### src/rtl/vinsn_scoreboard_if.sv
// Decoder-side instruction channel, launcher-side issue channel and commit
// retire channel of the vector instruction scoreboard.
interface vinsn_scoreboard_if #(
  parameter int NrVReg    = 32,
  parameter int InsnIDNum = 8
);
  localparam int RegW = $clog2(NrVReg);
  localparam int IdW  = $clog2(InsnIDNum);

  logic            in_valid_i;
  logic            in_ready_o;
  logic [RegW-1:0] in_vd_i;
  logic [RegW-1:0] in_vs1_i;
  logic [RegW-1:0] in_vs2_i;
  logic            in_use_vs1_i;
  logic            in_use_vs2_i;
  logic            in_wr_vd_i;
  logic [IdW-1:0]  in_id_i;

  logic            out_valid_o;
  logic            out_ready_i;
  logic [RegW-1:0] out_vd_o;
  logic [RegW-1:0] out_vs1_o;
  logic [RegW-1:0] out_vs2_o;
  logic [IdW-1:0]  out_id_o;

  logic            done_i;
  logic [IdW-1:0]  done_id_i;

  modport slave (
    input  in_valid_i, in_vd_i, in_vs1_i, in_vs2_i, in_use_vs1_i, in_use_vs2_i,
    input  in_wr_vd_i, in_id_i, out_ready_i, done_i, done_id_i,
    output in_ready_o, out_valid_o, out_vd_o, out_vs1_o, out_vs2_o, out_id_o
  );

  modport master (
    output in_valid_i, in_vd_i, in_vs1_i, in_vs2_i, in_use_vs1_i, in_use_vs2_i,
    output in_wr_vd_i, in_id_i, out_ready_i, done_i, done_id_i,
    input  in_ready_o, out_valid_o, out_vd_o, out_vs1_o, out_vs2_o, out_id_o
  );
endinterface

### src/rtl/vinsn_scoreboard.sv
// Vector instruction scoreboard: blocks RAW/WAW hazards and insn_id reuse
// against in-flight instructions, forwards cleared ones through one register.
module vinsn_scoreboard #(
  parameter  int NrVReg    = 32,
  parameter  int InsnIDNum = 8,
  parameter  int StallCntW = 16,
  localparam int RegW      = $clog2(NrVReg),
  localparam int IdW       = $clog2(InsnIDNum)
) (
  input  logic                 clk_i,
  input  logic                 rst_ni,
  vinsn_scoreboard_if.slave    sb,
  output logic [IdW:0]         outstanding_o,
  output logic                 release_err_o,
  output logic [StallCntW-1:0] stall_cnt_o
);

  function automatic logic [StallCntW-1:0] sat_inc(input logic [StallCntW-1:0] c);
    return (c == '1) ? c : c + 1'b1;
  endfunction

  function automatic logic [IdW:0] popcount(input logic [InsnIDNum-1:0] v);
    logic [IdW:0] cnt;
    cnt = '0;
    for (int i = 0; i < InsnIDNum; i++) cnt = cnt + (IdW+1)'(v[i]);
    return cnt;
  endfunction

  logic [InsnIDNum-1:0] busy_q, busy_d;
  logic [InsnIDNum-1:0] valid_q, valid_d;
  logic [RegW-1:0]      vd_q [InsnIDNum];
  logic                 raw, waw, id_busy, slot_free, accept, release_ok;
  logic                 vld_p1;
  logic [RegW-1:0]      out_vd_p1, out_vs1_p1, out_vs2_p1;
  logic [IdW-1:0]       out_id_p1;
  logic [IdW:0]         outstanding_q;
  logic                 release_err_q;
  logic [StallCntW-1:0] stall_cnt_q;

  // Hazard detection against pre-release state (no done bypass)
  always_comb begin
    raw = 1'b0;
    waw = 1'b0;
    for (int e = 0; e < InsnIDNum; e++) begin
      if (valid_q[e]) begin
        if ((sb.in_use_vs1_i && vd_q[e] == sb.in_vs1_i) ||
            (sb.in_use_vs2_i && vd_q[e] == sb.in_vs2_i)) raw = 1'b1;
        if (sb.in_wr_vd_i && vd_q[e] == sb.in_vd_i) waw = 1'b1;
      end
    end
  end

  assign id_busy       = busy_q[sb.in_id_i];
  assign slot_free     = !vld_p1 || sb.out_ready_i;
  assign sb.in_ready_o = slot_free && !raw && !waw && !id_busy;
  assign accept        = sb.in_valid_i && sb.in_ready_o;
  assign release_ok    = sb.done_i && busy_q[sb.done_id_i];

  always_comb begin
    busy_d  = busy_q;
    valid_d = valid_q;
    if (release_ok) begin
      busy_d[sb.done_id_i]  = 1'b0;
      valid_d[sb.done_id_i] = 1'b0;
    end
    if (accept) begin
      busy_d[sb.in_id_i]  = 1'b1;
      valid_d[sb.in_id_i] = sb.in_wr_vd_i;
    end
  end

  always_ff @(posedge clk_i or negedge rst_ni) begin
    if (!rst_ni) begin
      busy_q        <= '0;
      valid_q       <= '0;
      outstanding_q <= '0;
      release_err_q <= 1'b0;
      stall_cnt_q   <= '0;
    end else begin
      busy_q        <= busy_d;
      valid_q       <= valid_d;
      outstanding_q <= popcount(busy_d);
      release_err_q <= sb.done_i && !busy_q[sb.done_id_i];
      if (sb.in_valid_i && slot_free && (raw || waw || id_busy))
        stall_cnt_q <= sat_inc(stall_cnt_q);
    end
  end

  always_ff @(posedge clk_i) begin
    if (accept && sb.in_wr_vd_i) vd_q[sb.in_id_i] <= sb.in_vd_i;
  end

  // Stage p1: registered issue slot towards the launcher
  always_ff @(posedge clk_i or negedge rst_ni) begin
    if (!rst_ni)                     vld_p1 <= 1'b0;
    else if (accept)                 vld_p1 <= 1'b1;
    else if (vld_p1 && sb.out_ready_i) vld_p1 <= 1'b0;
  end

  always_ff @(posedge clk_i) begin
    if (accept) begin
      out_vd_p1  <= sb.in_vd_i;
      out_vs1_p1 <= sb.in_vs1_i;
      out_vs2_p1 <= sb.in_vs2_i;
      out_id_p1  <= sb.in_id_i;
    end
  end

  assign sb.out_valid_o = vld_p1;
  assign sb.out_vd_o    = out_vd_p1;
  assign sb.out_vs1_o   = out_vs1_p1;
  assign sb.out_vs2_o   = out_vs2_p1;
  assign sb.out_id_o    = out_id_p1;
  assign outstanding_o  = outstanding_q;
  assign release_err_o  = release_err_q;
  assign stall_cnt_o    = stall_cnt_q;

endmodule

### src/flat_wrapper.sv
// flat-port wrapper written by rule: the top's interface ports become plain ports
module vinsn_scoreboard_flat 
#(
  parameter  int NrVReg    = 32,
  parameter  int InsnIDNum = 8,
  parameter  int StallCntW = 16,
  localparam int RegW      = $clog2(NrVReg),
  localparam int IdW       = $clog2(InsnIDNum)
)
  (clk_i, rst_ni, outstanding_o, release_err_o, stall_cnt_o, sb_in_valid_i, sb_in_vd_i, sb_in_vs1_i, sb_in_vs2_i, sb_in_use_vs1_i, sb_in_use_vs2_i, sb_in_wr_vd_i, sb_in_id_i, sb_out_ready_i, sb_done_i, sb_done_id_i, sb_in_ready_o, sb_out_valid_o, sb_out_vd_o, sb_out_vs1_o, sb_out_vs2_o, sb_out_id_o);
  vinsn_scoreboard_if #(.NrVReg(NrVReg), .InsnIDNum(InsnIDNum)) sb_i ();
  input  logic clk_i;
  input  logic rst_ni;
  output logic [IdW:0] outstanding_o;
  output logic release_err_o;
  output logic [StallCntW-1:0] stall_cnt_o;
  input wire logic [$bits(sb_i.in_valid_i)-1:0] sb_in_valid_i;
  input wire logic [$bits(sb_i.in_vd_i)-1:0] sb_in_vd_i;
  input wire logic [$bits(sb_i.in_vs1_i)-1:0] sb_in_vs1_i;
  input wire logic [$bits(sb_i.in_vs2_i)-1:0] sb_in_vs2_i;
  input wire logic [$bits(sb_i.in_use_vs1_i)-1:0] sb_in_use_vs1_i;
  input wire logic [$bits(sb_i.in_use_vs2_i)-1:0] sb_in_use_vs2_i;
  input wire logic [$bits(sb_i.in_wr_vd_i)-1:0] sb_in_wr_vd_i;
  input wire logic [$bits(sb_i.in_id_i)-1:0] sb_in_id_i;
  input wire logic [$bits(sb_i.out_ready_i)-1:0] sb_out_ready_i;
  input wire logic [$bits(sb_i.done_i)-1:0] sb_done_i;
  input wire logic [$bits(sb_i.done_id_i)-1:0] sb_done_id_i;
  output wire logic [$bits(sb_i.in_ready_o)-1:0] sb_in_ready_o;
  output wire logic [$bits(sb_i.out_valid_o)-1:0] sb_out_valid_o;
  output wire logic [$bits(sb_i.out_vd_o)-1:0] sb_out_vd_o;
  output wire logic [$bits(sb_i.out_vs1_o)-1:0] sb_out_vs1_o;
  output wire logic [$bits(sb_i.out_vs2_o)-1:0] sb_out_vs2_o;
  output wire logic [$bits(sb_i.out_id_o)-1:0] sb_out_id_o;
  assign sb_i.in_valid_i = sb_in_valid_i;
  assign sb_i.in_vd_i = sb_in_vd_i;
  assign sb_i.in_vs1_i = sb_in_vs1_i;
  assign sb_i.in_vs2_i = sb_in_vs2_i;
  assign sb_i.in_use_vs1_i = sb_in_use_vs1_i;
  assign sb_i.in_use_vs2_i = sb_in_use_vs2_i;
  assign sb_i.in_wr_vd_i = sb_in_wr_vd_i;
  assign sb_i.in_id_i = sb_in_id_i;
  assign sb_i.out_ready_i = sb_out_ready_i;
  assign sb_i.done_i = sb_done_i;
  assign sb_i.done_id_i = sb_done_id_i;
  assign sb_in_ready_o = sb_i.in_ready_o;
  assign sb_out_valid_o = sb_i.out_valid_o;
  assign sb_out_vd_o = sb_i.out_vd_o;
  assign sb_out_vs1_o = sb_i.out_vs1_o;
  assign sb_out_vs2_o = sb_i.out_vs2_o;
  assign sb_out_id_o = sb_i.out_id_o;
  vinsn_scoreboard #(.NrVReg(NrVReg), .InsnIDNum(InsnIDNum), .StallCntW(StallCntW)) u_core (.clk_i(clk_i), .rst_ni(rst_ni), .sb(sb_i), .outstanding_o(outstanding_o), .release_err_o(release_err_o), .stall_cnt_o(stall_cnt_o));
endmodule
### config.mk
export PLATFORM = sky130hd
export DESIGN_NAME = vinsn_scoreboard_flat
export DESIGN_NICKNAME = d
export VERILOG_FILES = /design/src/rtl/vinsn_scoreboard_if.sv /design/src/rtl/vinsn_scoreboard.sv /design/src/flat_wrapper.sv
export SDC_FILE = /design/constraint.sdc
export NUM_CORES = 1
export LEC_CHECK = 0
export CORE_MARGIN = 1
export CORE_UTILIZATION = 57
export CTS_BUF_LIST = sky130_fd_sc_hd__clkbuf_8 sky130_fd_sc_hd__clkbuf_16
export DETAILED_ROUTE_END_ITERATION = 7
export GPL_TIMING_DRIVEN = 0
export PLACE_DENSITY = 0.87
export SLEW_MARGIN = 5
export SYNTH_ARGS = -nofsm -noshare
export SYNTH_HDL_FRONTEND = slang
export SYNTH_SLANG_ARGS = --single-unit
### constraint.sdc
create_clock -name clk_i -period 9.8 [get_ports clk_i]
set_clock_uncertainty 0.1 [all_clocks]
set_input_delay 1.47 -clock clk_i [delete_from_list [all_inputs] [get_ports clk_i]]
set_output_delay 1.47 -clock clk_i [all_outputs]
set_load 0.02 [all_outputs]
==> qor.yml <==
synth:
  syn_nets: 506
  netlist.top_cell.by_area: "sky130_fd_sc_hd__edfxtp_1"
  synth_area_leaders: "sky130_fd_sc_hd__edfxtp_1, sky130_fd_sc_hd__dfrtp_1, sky130_fd_sc_hd__xor2_1, sky130_fd_sc_hd__xnor2_1, sky130_fd_sc_hd__nor4_1"
  post_synth_fa_ha_maj_area_fraction: 0.0238
  compound_cell_area_share_of_the_yosys_netlist: 0.0375
  synth-simple-area-share: 0.171
  synth.lib_cells_used.distinct: 51
  synth-xor-area-share: 0.218
  yosysSeqAreaShare: 0.493
  synth.area.mux_share: 0.0204
  largest_family_of_logic_cells_by_synthesized_area: "XOR/XNOR gates"
  synth-async-reset-ratio: 0.396
  netlist_area_sq_um: 5470
  syn_avg_cell_area_sq_um: 11.7
  synth_enable_flop_cells: 58
  synth_common_cells: "sky130_fd_sc_hd__xor2_1, sky130_fd_sc_hd__edfxtp_1, sky130_fd_sc_hd__xnor2_1"
  syn_inst: 469
  post-synth-top-area-fraction: 0.319
  synth.most_common_cell: "sky130_fd_sc_hd__xor2_1"
  ys_ff_latch: 96
  dominantRegCellSynth: "sky130_fd_sc_hd__edfxtp_1"
  number_of_synthesis_warnings: 0
floorplanning:
  num_rows: 35
  die_area_sq_um: 9980
  chipWidth_microns: 99.9
  initial_core_util: 0.589
  top_level_ports: 70
  core_region_area_sq_um: 9280
  fp.dieH_microns: 99.9
place:
  place.detailed.instances: 663
  dpl.hpwl_microns: 9470
  routability_cong: 0.991
  dp_worst_setup_slack_ns: 2.94
  portBuffers: 65
  placed_cell_area_sq_um: 6270
power:
  power_density_nw_per_um2: 199
  power.ir.vdd_worst_v: 0.000258
  static-leakage-power_nw: 2.44
global_routing:
  grt_pass1_vias: 4069
  grt_remaining_overflow: 0
  grtUsageTotal: 0.283
  largest_net_degree_at_the_start_of_global_routing: 39
  wire_length_of_the_first_global_routing_pass_microns: 21100
  antenna_found_initial: 0
critical_path:
  r2r_slack_ns: 4.97
  critical_path.max_fanout: 10
  timing.critical_path.slowest_cell_delay_ns: 0.77
  cp-start-kind: "input port"
  worst_path_dominant_cell_family: "adder cells"
  timing.critical_path.required_ns: 10.03
  timing.critical_path.cells: "clkdlybuf4s50_1 > buf_2 > xor2_1 > nor4_1 > nand3_1 > and4_1 > a41o_1 > nand3_4 > or2_1 > buf_6 > o21ai_1 > ha_1 > fa_1 > inv_1 > fa_1 > inv_1 > fa_1 > inv_1 > fa_1 > inv_1"
  end_kind: "flop"
  timing.critical_path.arrival_ns: 6.73
  path_buf_inv: 7
  timing_worst_setup_path_type: "input port to flop"
  critical-path-slowest-cell: "sky130_fd_sc_hd__clkdlybuf4s50_1"
finish:
  final_layout_size_suffix_gt1_frac: 0.107
  num_antenna_cells: 0
  design_area_sq_um: 6500
  final_cell_count_no_fill: 679
  nNetsFinal: 582
  layout.filler_cells: 656
  layout-area-overhead-vs-synth_pct: 18.9
route:
  post_route_ant_nets: 0
  detail_route.iter0.violations: 250
  wl_per_cell_microns: 19.5
  first_pass_iters: 4
  remaining_drc_errors: 0
  via_count: 4062
  detail_route.wirelength_microns: 13300
  routed_via_density: 5.98
clock_tree:
  cts_buffers: 9
  tritoncts_num_sinks: 96
  clockRootBuffer: "sky130_fd_sc_hd__clkbuf_8"
  clkTransAtPathRegs_ns: 0.10
  post_cts.resized_instances: 0
  ctsHtreeMaxLevel: 3
  hold_buffers: 0
  post_cts.repair.setup_buffers: 0
  clkLatencyLatePin_ns: 0.38
  cts_max_path_buffers: 2
  cts_tree: "done"
flow_run:
  drv.max_cap_violation_count: 0
timing:
  worst_slew_margin_rel: 0.447
  grt_setup_unrepaired: "no"
  worst_slew_pin_slew_ns: 0.830
  setup_total_negative_slack_ns: 0
  fmaxAchievable_ghz: 0.154
  fin_worst_hold_slack_ns: 0.393
  finalMaxSlewViolations: 0
  layout_min_cycle_time_ns: 6.50
  period_share: 0.664
  finalHoldViolCount: 0
  postLayoutSetupSlackWorst_ns: 3.30
  setup_viol_count_final: 0
worst_hold_path:
  min_path_type: "flop to flop"
run_status:
  outcome: "complete, no violations"
==> placed cells by master, fill, tap and decap left out, types with 19 or more instances in the layout <==
cell	count
sky130_fd_sc_hd__xor2_1	96
sky130_fd_sc_hd__clkdlybuf4s50_1	64
sky130_fd_sc_hd__edfxtp_1	58
sky130_fd_sc_hd__xnor2_1	40
sky130_fd_sc_hd__dfrtp_1	38
sky130_fd_sc_hd__nor4_1	25
sky130_fd_sc_hd__nand4_1	23
sky130_fd_sc_hd__nand2_1	21
sky130_fd_sc_hd__buf_2	19
sky130_fd_sc_hd__nand3_1	19
==> sequential cells by signal, indices dropped and copies added (netlist names) <==
name	flops
u_core.sb.out_vs2_o	5
u_core.sb.out_vd_o	5
u_core.outstanding_o	4
u_core.release_err_o	1
u_core.stall_cnt_o	16
u_core.valid_q	8
u_core.sb.out_vs1_o	5
u_core.busy_q	8
u_core.sb.out_id_o	3
u_core.sb.out_valid_o	1
u_core.vd_q	40
==> metal layers <==
layer  part of all wire  up-vias  GRT usage
met5                  0        -          0
met4              0.030        0      0.139
met3              0.074       37     0.0501
met2               0.50      204      0.473
met1               0.40     2005      0.357
li1                   -     1816          -
==> where the power goes <==
group / internal, mW / switching (mW)
clock: 0.147 / 0.150
combinational: 0.194 / 0.245
sequential: 0.497 / 0.0584
total: 0.838 / 0.454
==> metrics by stage <==
stage,power [mW],util
2_1_floorplan,0.837,-
5_1_grt,1.36,0.700
4_1_cts,1.30,0.700
6_report,1.29,0.700
3_5_place_dp,1.00,0.676
3_3_place_gp,0.979,0.676
==> final timing paths <==
path                                        from                       to  depth (start not counted)
setup / recovery                   sb_in_vd_i[4]  u_core.outstanding_o[1]                         20
hold / removal             u_core.stall_cnt_o[7]    u_core.stall_cnt_o[7]                          1
setup reg to reg               u_core.vd_q[7][4]  u_core.outstanding_o[1]                         18
hold reg to reg            u_core.stall_cnt_o[7]    u_core.stall_cnt_o[7]                          1
max in group asynchronous                 rst_ni    u_core.sb.out_valid_o                          1
min in group asynchronous                 rst_ni    u_core.stall_cnt_o[7]                          1
==> area by class of cell <==
class                   instances  area, sq um  share of cell area
well taps                     129          161              0.0248
repair buffers                 65          646              0.0994
plain buffers                  29          154              0.0237
clock inverters                 7          101              0.0156
flip-flops and latches         96         2690               0.414
inverters                      13         48.8             0.00751
multi-input cells             331         2570               0.396
clock buffers                   9          124              0.0191
==> kinds of logic after synthesis <==
logic type	Yosys count
XOR/XNOR	136
multiplexers	11
buffers and inverters	42
flip-flops	96
adder cells (fa/ha/maj)	8
AO/OA/AOI/OAI	30
AND/OR/NAND/NOR	146
No activity file was read; power rests on OpenSTA's default activity.
